===== src/rtl/load_hazard_ctrl.sv =====
// Interlock controller for the 3-stage ID/EX/WB pipeline. It tracks outstanding
// multi-cycle loads in a per-register scoreboard. It stalls ID on dependences
// that forwarding cannot cover, and it flushes wrong-path fetches after a taken
// branch.
module load_hazard_ctrl #(
    parameter int NREG         = 8,
    parameter int ADDR_W       = 3,
    parameter int MAX_LOADS    = 2,
    parameter int FLUSH_CYCLES = 1,
    parameter int CNT_W        = 16
) (
    input  logic              clk,
    input  logic              reset,
    input  logic              id_valid,
    input  logic [ADDR_W-1:0] id_rs,
    input  logic [ADDR_W-1:0] id_rd,
    input  logic              id_use_rs,
    input  logic              id_use_rd,
    input  logic              id_reg_write,
    input  logic              id_is_load,
    input  logic              ex_branch_taken,
    input  logic              ld_done,
    input  logic [ADDR_W-1:0] ld_rd,
    output logic              pc_write,
    output logic              if_id_write,
    output logic              if_id_flush,
    output logic              id_ex_bubble,
    output logic [NREG-1:0]   pending,
    output logic              ld_err,
    output logic [CNT_W-1:0]  stall_cnt,
    output logic [1:0]        state
);

    typedef enum logic [1:0] {
        RUN   = 2'd0,
        FLUSH = 2'd2
    } state_t;

    // The load counter gets one spare code so that it can never wrap.
    localparam int LC_W = $clog2(MAX_LOADS + 2);
    localparam int FC_W = (FLUSH_CYCLES > 1) ? $clog2(FLUSH_CYCLES) : 1;
    localparam logic [LC_W-1:0] LC_MAX  = LC_W'(MAX_LOADS);
    localparam logic [FC_W-1:0] FC_LOAD = FC_W'((FLUSH_CYCLES > 0) ? FLUSH_CYCLES - 1 : 0);

    state_t            state_q, state_d;
    logic [FC_W-1:0]   fcnt_q, fcnt_d;
    logic [LC_W-1:0]   lcnt_q, lcnt_d;
    logic [NREG-1:0]   ld_mask, iss_mask, eff;
    logic              hazard, redirect, issue, ld_ok;

    assign state = state_q;

    // Build the effective scoreboard. A load that returns this cycle no longer
    // blocks, because forwarding delivers its data.
    always_comb begin
        ld_mask = '0;
        if (ld_done) ld_mask[ld_rd] = 1'b1;
        eff   = pending & ~ld_mask;
        ld_ok = ld_done & pending[ld_rd];
    end

    // Detect hazards, redirects and load issue.
    always_comb begin
        hazard = id_valid & ((id_use_rs & eff[id_rs]) |
                             (id_use_rd & eff[id_rd]) |
                             (id_reg_write & eff[id_rd]) |
                             (id_is_load & (lcnt_q == LC_MAX) & ~ld_done));
        redirect = ex_branch_taken | (state_q == FLUSH);
        issue    = id_valid & id_is_load & ~hazard & ~redirect;
        iss_mask = '0;
        if (issue) iss_mask[id_rd] = 1'b1;
    end

    // Drive the pipeline controls. A redirect overrides a stall, and reset forces a bubble.
    always_comb begin
        pc_write     = 1'b1;
        if_id_write  = 1'b1;
        if_id_flush  = 1'b0;
        id_ex_bubble = 1'b0;
        if (reset) begin
            pc_write     = 1'b0;
            if_id_write  = 1'b0;
            id_ex_bubble = 1'b1;
        end else if (redirect) begin
            if_id_flush  = 1'b1;
            id_ex_bubble = 1'b1;
        end else if (hazard) begin
            pc_write     = 1'b0;
            if_id_write  = 1'b0;
            id_ex_bubble = 1'b1;
        end
    end

    // Compute the next flush-FSM state. A taken branch while in FLUSH restarts the count.
    always_comb begin
        state_d = state_q;
        fcnt_d  = fcnt_q;
        case (state_q)
            RUN: begin
                if (ex_branch_taken && (FLUSH_CYCLES > 0)) begin
                    state_d = FLUSH;
                    fcnt_d  = FC_LOAD;
                end
            end
            FLUSH: begin
                if (ex_branch_taken) fcnt_d = FC_LOAD;
                else if (fcnt_q == '0) state_d = RUN;
                else fcnt_d = fcnt_q - 1'b1;
            end
            default: state_d = RUN;
        endcase
    end

    // Compute the next outstanding-load count. An issue and a valid return in the same cycle cancel out.
    always_comb begin
        lcnt_d = lcnt_q;
        if (issue && !ld_ok) lcnt_d = lcnt_q + 1'b1;
        else if (!issue && ld_ok) lcnt_d = lcnt_q - 1'b1;
    end

    // Hold the FSM state and the flush counter.
    always_ff @(posedge clk or posedge reset) begin
        if (reset) begin
            state_q <= RUN;
            fcnt_q  <= '0;
        end else begin
            state_q <= state_d;
            fcnt_q  <= fcnt_d;
        end
    end

    // Update the scoreboard. The issue set is applied after the return clear,
    // so an issue to the same register keeps the bit set.
    always_ff @(posedge clk or posedge reset) begin
        if (reset) begin
            pending <= '0;
            lcnt_q  <= '0;
        end else begin
            pending <= (pending & ~ld_mask) | iss_mask;
            lcnt_q  <= lcnt_d;
        end
    end

    // Set the sticky error flag when a load returns for a register with no outstanding load.
    always_ff @(posedge clk or posedge reset) begin
        if (reset) ld_err <= 1'b0;
        else if (ld_done && !pending[ld_rd]) ld_err <= 1'b1;
    end

    // Count hazard-stall cycles, saturating at all-ones. Redirect cycles are not counted.
    always_ff @(posedge clk or posedge reset) begin
        if (reset) stall_cnt <= '0;
        else if (hazard && !redirect && (stall_cnt != '1)) stall_cnt <= stall_cnt + 1'b1;
    end

endmodule

===== config.mk =====
export PLATFORM = sky130hd
export DESIGN_NAME = load_hazard_ctrl
export DESIGN_NICKNAME = d
export VERILOG_FILES = /design/src/rtl/load_hazard_ctrl.sv
export SDC_FILE = /design/constraint.sdc
export NUM_CORES = 1
export LEC_CHECK = 0
export ABC_AREA = 1
export CAP_MARGIN = 20
export CORE_ASPECT_RATIO = 0.5
export CORE_MARGIN = 5
export CORE_UTILIZATION = 53
export CTS_CLUSTER_DIAMETER = 40
export DETAILED_ROUTE_END_ITERATION = 8
export GPL_TIMING_DRIVEN = 0
export HOLD_SLACK_MARGIN = 0.08
export PLACE_DENSITY = 0.87
export SETUP_SLACK_MARGIN = 0.3
export SLEW_MARGIN = 5
export SYNTH_ARGS = -nofsm -noshare
export SYNTH_HDL_FRONTEND = slang
export SYNTH_SLANG_ARGS = --single-unit

===== constraint.sdc =====
create_clock -name clk -period 10.8 [get_ports clk]
set_clock_uncertainty 0.2 [all_clocks]
set_input_delay 3.24 -clock clk [delete_from_list [all_inputs] [get_ports clk]]
set_output_delay 3.24 -clock clk [all_outputs]
set_load 0.02 [all_outputs]

Word-level counts from Yosys, hierarchy flattened
Index checks and enable logic that the tools add are counted.
{"block": "word_totals", "reg_bits": 30, "input_bits": 18, "wordCells": 87}
{"block": "classes", "add_sub_neg": 4, "n_lt_le_gt_ge": 5, "n_eq_ne": 6, "muxes": 30, "bitwise_logic": 20, "n_reduce_logical": 16}
{"op": "$add A16 B1 Y16 const B", "count": 1}
{"op": "$mux W1", "count": 16}
{"op": "$mux W8", "count": 2}
{"op": "$ne A16 B16 Y1 const B", "count": 1}
{"op": "$lt A3 B4 Y1 const B", "count": 3}
{"op": "$and A1 B1 Y1", "count": 10}
{"op": "$mux W2", "count": 5}
{"op": "$bmux W1 S3", "count": 3}
{"op": "$and A8 B8 Y8", "count": 1}
{"op": "$not A8 Y8", "count": 1}
{"op": "$or A8 B8 Y8", "count": 1}
{"op": "$logic_and A1 B1 Y1", "count": 7}
{"op": "$demux W1 S3", "count": 2}
{"op": "$ge A3 B1 Y1 const B", "count": 2}
{"op": "$ne A2 B2 Y1 const B", "count": 3}
{"op": "$eq A2 B2 Y1 const B", "count": 2}
{"op": "$logic_not A1 Y1", "count": 4}
{"op": "$or A1 B1 Y1", "count": 4}
{"op": "$pmux W2 S2", "count": 1}
{"op": "$reduce_bool A2 Y1", "count": 2}
{"op": "$not A1 Y1", "count": 3}
{"op": "$reduce_and A3 Y1", "count": 1}
{"op": "$add A2 B1 Y2 const B", "count": 1}
{"op": "$logic_not A2 Y1", "count": 1}
{"op": "4 further kinds", "count": 4}

Depth between registers and ports, before layout
{"block": "logic_depth", "depth_word": 21, "mapped_depth": 18}

Least setup slack after synthesis
OpenSTA, ideal clock, no wires.
{"block": "synth_path", "path_type": "input to output", "from": "in ld_rd[0]", "to": "out pc_write", "arrival_ps": 4822, "setup_slack_ps": 2538, "path_stages": 14, "n_path_buf": 2, "path_cell_list": "buf_2 -> nand2_1 -> o21ai_0 -> nand2_1 -> nand2_1 -> nor2_1 -> nand3_1 -> nand2_1 -> inv_1 -> nand2_1 -> nand2_1 -> o21ai_0 -> inv_1 -> buf_4"}
{"block": "synth_between", "elab_chain_len": 17, "elab_cells_between_ends": 22}
{"element": "from (decl)", "line_no": "23", "rtl": "input logic [ADDR_W-1:0] ld_rd,"}
{"element": "$lt A3 B4 Y1 (not written as such) / $ge A3 B1 Y1 (equally long branches)", "line_no": "57", "rtl": "if (ld_done) ld_mask[ld_rd] = 1'b1;"}
{"element": "$logic_and A1 B1 Y1 (not written as such)", "line_no": "57"}
{"element": "$mux W1 (not written as such)", "line_no": "57"}
{"element": "$demux W1 S3 *", "line_no": "57"}
{"element": "$mux W8 *", "line_no": "57"}
{"element": "$not A8 Y8 *", "line_no": "58", "rtl": "eff = pending & ~ld_mask;"}
{"element": "$and A8 B8 Y8 *", "line_no": "58"}
{"element": "$bmux W1 S3, on equally long branches", "line_no": "64, 65, 66"}
{"element": "$mux W1, on equally long branches", "line_no": "64, 65, 66"}
{"element": "$and A1 B1 Y1, on equally long branches", "line_no": "64, 65"}
{"element": "$or A1 B1 Y1", "line_no": "64", "rtl": "hazard = id_valid & ((id_use_rs & eff[id_rs]) |"}
{"element": "$or A1 B1 Y1 *", "line_no": "65", "rtl": "(id_use_rd & eff[id_rd]) |"}
{"element": "$or A1 B1 Y1 *", "line_no": "66", "rtl": "(id_reg_write & eff[id_rd]) |"}
{"element": "$and A1 B1 Y1 *", "line_no": "64"}
{"element": "$mux W1 * (3 in a row)"}
{"element": "to (decl)", "line_no": "24", "rtl": "output logic pc_write,"}
Every way passes the cells marked *; elsewhere a longest branch is shown, timed or not. The select of a mux whose other input is x is not followed.

Worst setup path in the final report
{"block": "layout_path", "from": "in ld_done", "to": "out pc_write"}
{"block": "layout_between", "elab_chain_len": 13, "elab_cells_between_ends": 19}
{"element": "from (decl)", "line_no": "22", "rtl": "input logic ld_done,"}
{"element": "$mux W8", "line_no": "57"}
{"element": "$not A8 Y8", "line_no": "58"}
{"element": "$and A8 B8 Y8", "line_no": "58"}
{"element": "$bmux W1 S3, on equally long branches", "line_no": "64, 65, 66"}
{"element": "$mux W1, on equally long branches", "line_no": "64, 65, 66"}
{"element": "$and A1 B1 Y1, on equally long branches", "line_no": "64, 65"}
{"element": "$or A1 B1 Y1", "line_no": "64"}
{"element": "$or A1 B1 Y1", "line_no": "65"}
{"element": "$or A1 B1 Y1 *", "line_no": "66"}
{"element": "$and A1 B1 Y1 *", "line_no": "64"}
{"element": "$mux W1 *", "line_no": "87", "rtl": "end else if (hazard) begin"}
{"element": "$mux W1 *", "line_no": "84", "rtl": "end else if (redirect) begin"}
{"element": "$mux W1 *", "line_no": "80", "rtl": "if (reset) begin"}
Marked as above.

==> qor.txt <==
outcome - completed
cell type with the largest total area after synthesis - dfrtp_1
Critical Path Fanout Max - 10
Worst setup EP type - primary output
DP Cell Count - 371
top area cells in the synthesized netlist - dfrtp_1 (36%), nand2_1 (18%), nand4_1 (8.4%)
DP Wirelength - 3.97 mm
routed len/inst - 13.9 µm
Yosys top cell area share - 36.2%
post-CTS setup buffers - 0
Mapped Area - 0.00194 mm²
post-cts sizing count - 0
Inserted Clock Buffers - 3
min Tclk post-route - 9410 ps
Tightest Hold Check Type - reg2reg
num ports - 49
Area growth syn-to-layout - 32.1%
DR vias - 2037
top-count cell post-synth - nand2_1
post-synthesis sequential area ratio - 36.2%
CTS H-Tree Depth - 1
initial core utilization - 55.8%
DRC - 0
Clock Path Buffers - 2
FFs w/ async S/R, synth - 100%
global-route wire length before repair - 8.60 mm
Total GRT Usage - 22.0%
vias per cell - 5.42
utilization after layout - 73.8%
Unique masters post-synth - 27
gp weighted congestion - 0.902
Pwr Total - 354 µW
router iterations before antenna repair - 6
pwr/cell area - 138 mW/mm²
final slew viol count - 0
peak supply drop - 0.0710 mV
clock tree from TritonCTS - yes
Max Cap Viol - 0
Fmax - 106 MHz
post-synthesis cell count - 274
clk root buf - clkbuf_8
clk sink count - 28
ANT cells - 0
leakage - 1.27 nW
IO Port Bufs - 46
CORE AREA - 0.00347 mm²
initial antenna violation count - 0
Die ar. - 0.00504 mm²
startpoint types - input pin
grt ovf - 0
syn_nets - 295
placed inst area - 0.00246 mm²
Avg Cell Area, Syn - 7.07 µm²
hold_buf cts - 0
Fin Setup TNS - 0 ps
Seq cells post-synth - 28
number of synthesized flops with an enable pin - 0
Routed WL - 5.24 mm
RSZ-0062 raised after global routing - false
share of cells above drive strength 1 - 5.54%
Site Rows - 15
Clock Latency Late Sink - 290 ps
Final period util - 87.1%
WS Path Type - in2out
vias in the first global route - 1951
final hold violations - 0
antenna-violating nets left - 0
CTS clk-pin slew, worst paths - 100 ps
top cells by count, synth - nand2_1 (93), inv_1 (36), dfrtp_1 (28)
Synthesis Warnings - 0
fillcell total - 289
Worst EP required - 7360 ps
number of setup violations in the final report - 0
nets - 347
Die X - 95.5 µm
drt first-iter violations - 107
largest net degree at the start of global routing - 31
Final Instance Count excl. Fillers - 376
critical path arrival - 5970 ps
Die H - 52.8 µm
most common flop cell mapped by yosys - dfrtp_1
Final Cell Area - 0.00256 mm²
[final timing paths]
| path | startpoint | endpoint | slack [ps] | depth (start not counted) |
|---|---|---|---|---|
| worst max register to register | pending[7] | lcnt_q[1] | 8100 | 14 |
| worst max-delay path | ld_done | pc_write | 1390 | 17 |
| min in group asynchronous | reset | stall_cnt[9] | 3070 | 2 |
| worst min-delay path | ld_err | ld_err | 290 | 1 |
| worst min register to register | ld_err | ld_err | 290 | 1 |
| max in group asynchronous | reset | stall_cnt[14] | 6880 | 3 |
[power breakdown]
part | switching, mW | internal (mW)
sequential | 0.0160 | 0.121
combinational | 0.0755 | 0.0553
clock | 0.0364 | 0.0498
total | 0.128 | 0.226
[worst max-delay path, cell delays in order]
cell,delay [ps]
clkdlybuf4s50_1,500
inv_1,90
nor2_1,230
nand2_1,100
nand2_1,120
nand2_1,80
nand2_1,70
nor2_1,40
nand3_1,70
nand2_1,50
inv_1,80
nand2_1,110
nand2_1,300
o21ai_0,130
inv_1,80
buf_4,100
clkdlybuf4s50_1,590
[registers in the layout, summed over array words and instances, names as in the netlist]
signal     flops
lcnt_q         2
ld_err         1
pending        8
stall_cnt     16
state          1
[metrics by stage]
stage,hold WS (ps),setup slack [ps]
after global routing,316,1160
after CTS,292,1330
after floorplan,246,2540
final,288,1390
after global placement,259,1480
after detailed placement,264,1350
[layer usage]
layer | track usage, % | routed length (µm) | vias up
met5 | 0 | 0 | -
met4 | 9.43 | 124 | 0
met3 | 3.16 | 347 | 16
met2 | 40.4 | 2610 | 88
met1 | 25.9 | 2160 | 945
li1 | - | - | 988
[cell usage in the layout (no fill, tap or decap), drive strengths merged, types with 2 or more instances in the layout]
cell type and instances:
nand2 94, clkdlybuf4s50 46, inv 36, dfrtp 28
nand4 27, nand3 16, nor2 15, nor3 14
xor2 11, buf 10, xnor2 6, o21ai 4
clkbuf 4, o211ai 3, ha 3, a21oi 2
[kinds of logic after synthesis]
kind of cell | Yosys count | share of synthesized area, %
buffers and inverters | 46 | 10.6
DFF | 28 | 36.2
and+or+nand+nor | 168 | 39.7
other | 1 | 0.193
AOI/OAI and AO/OA | 11 | 3.74
adders and majority gates | 3 | 1.94
xor gates and xnor gates | 17 | 7.68
[cell type report]
cell class	count	area (µm²)	area share, %
multi-input cells	200	1030	40.3
flip-flops and latches	28	701	27.4
clock buffers	3	41.3	1.61
repair buffers	47	488	19.1
clock inverters	1	30.0	1.17
well taps	51	63.8	2.49
plain buffers	10	70.1	2.74
inverters	36	135	5.28
No activity file was read; power rests on OpenSTA's default activity.
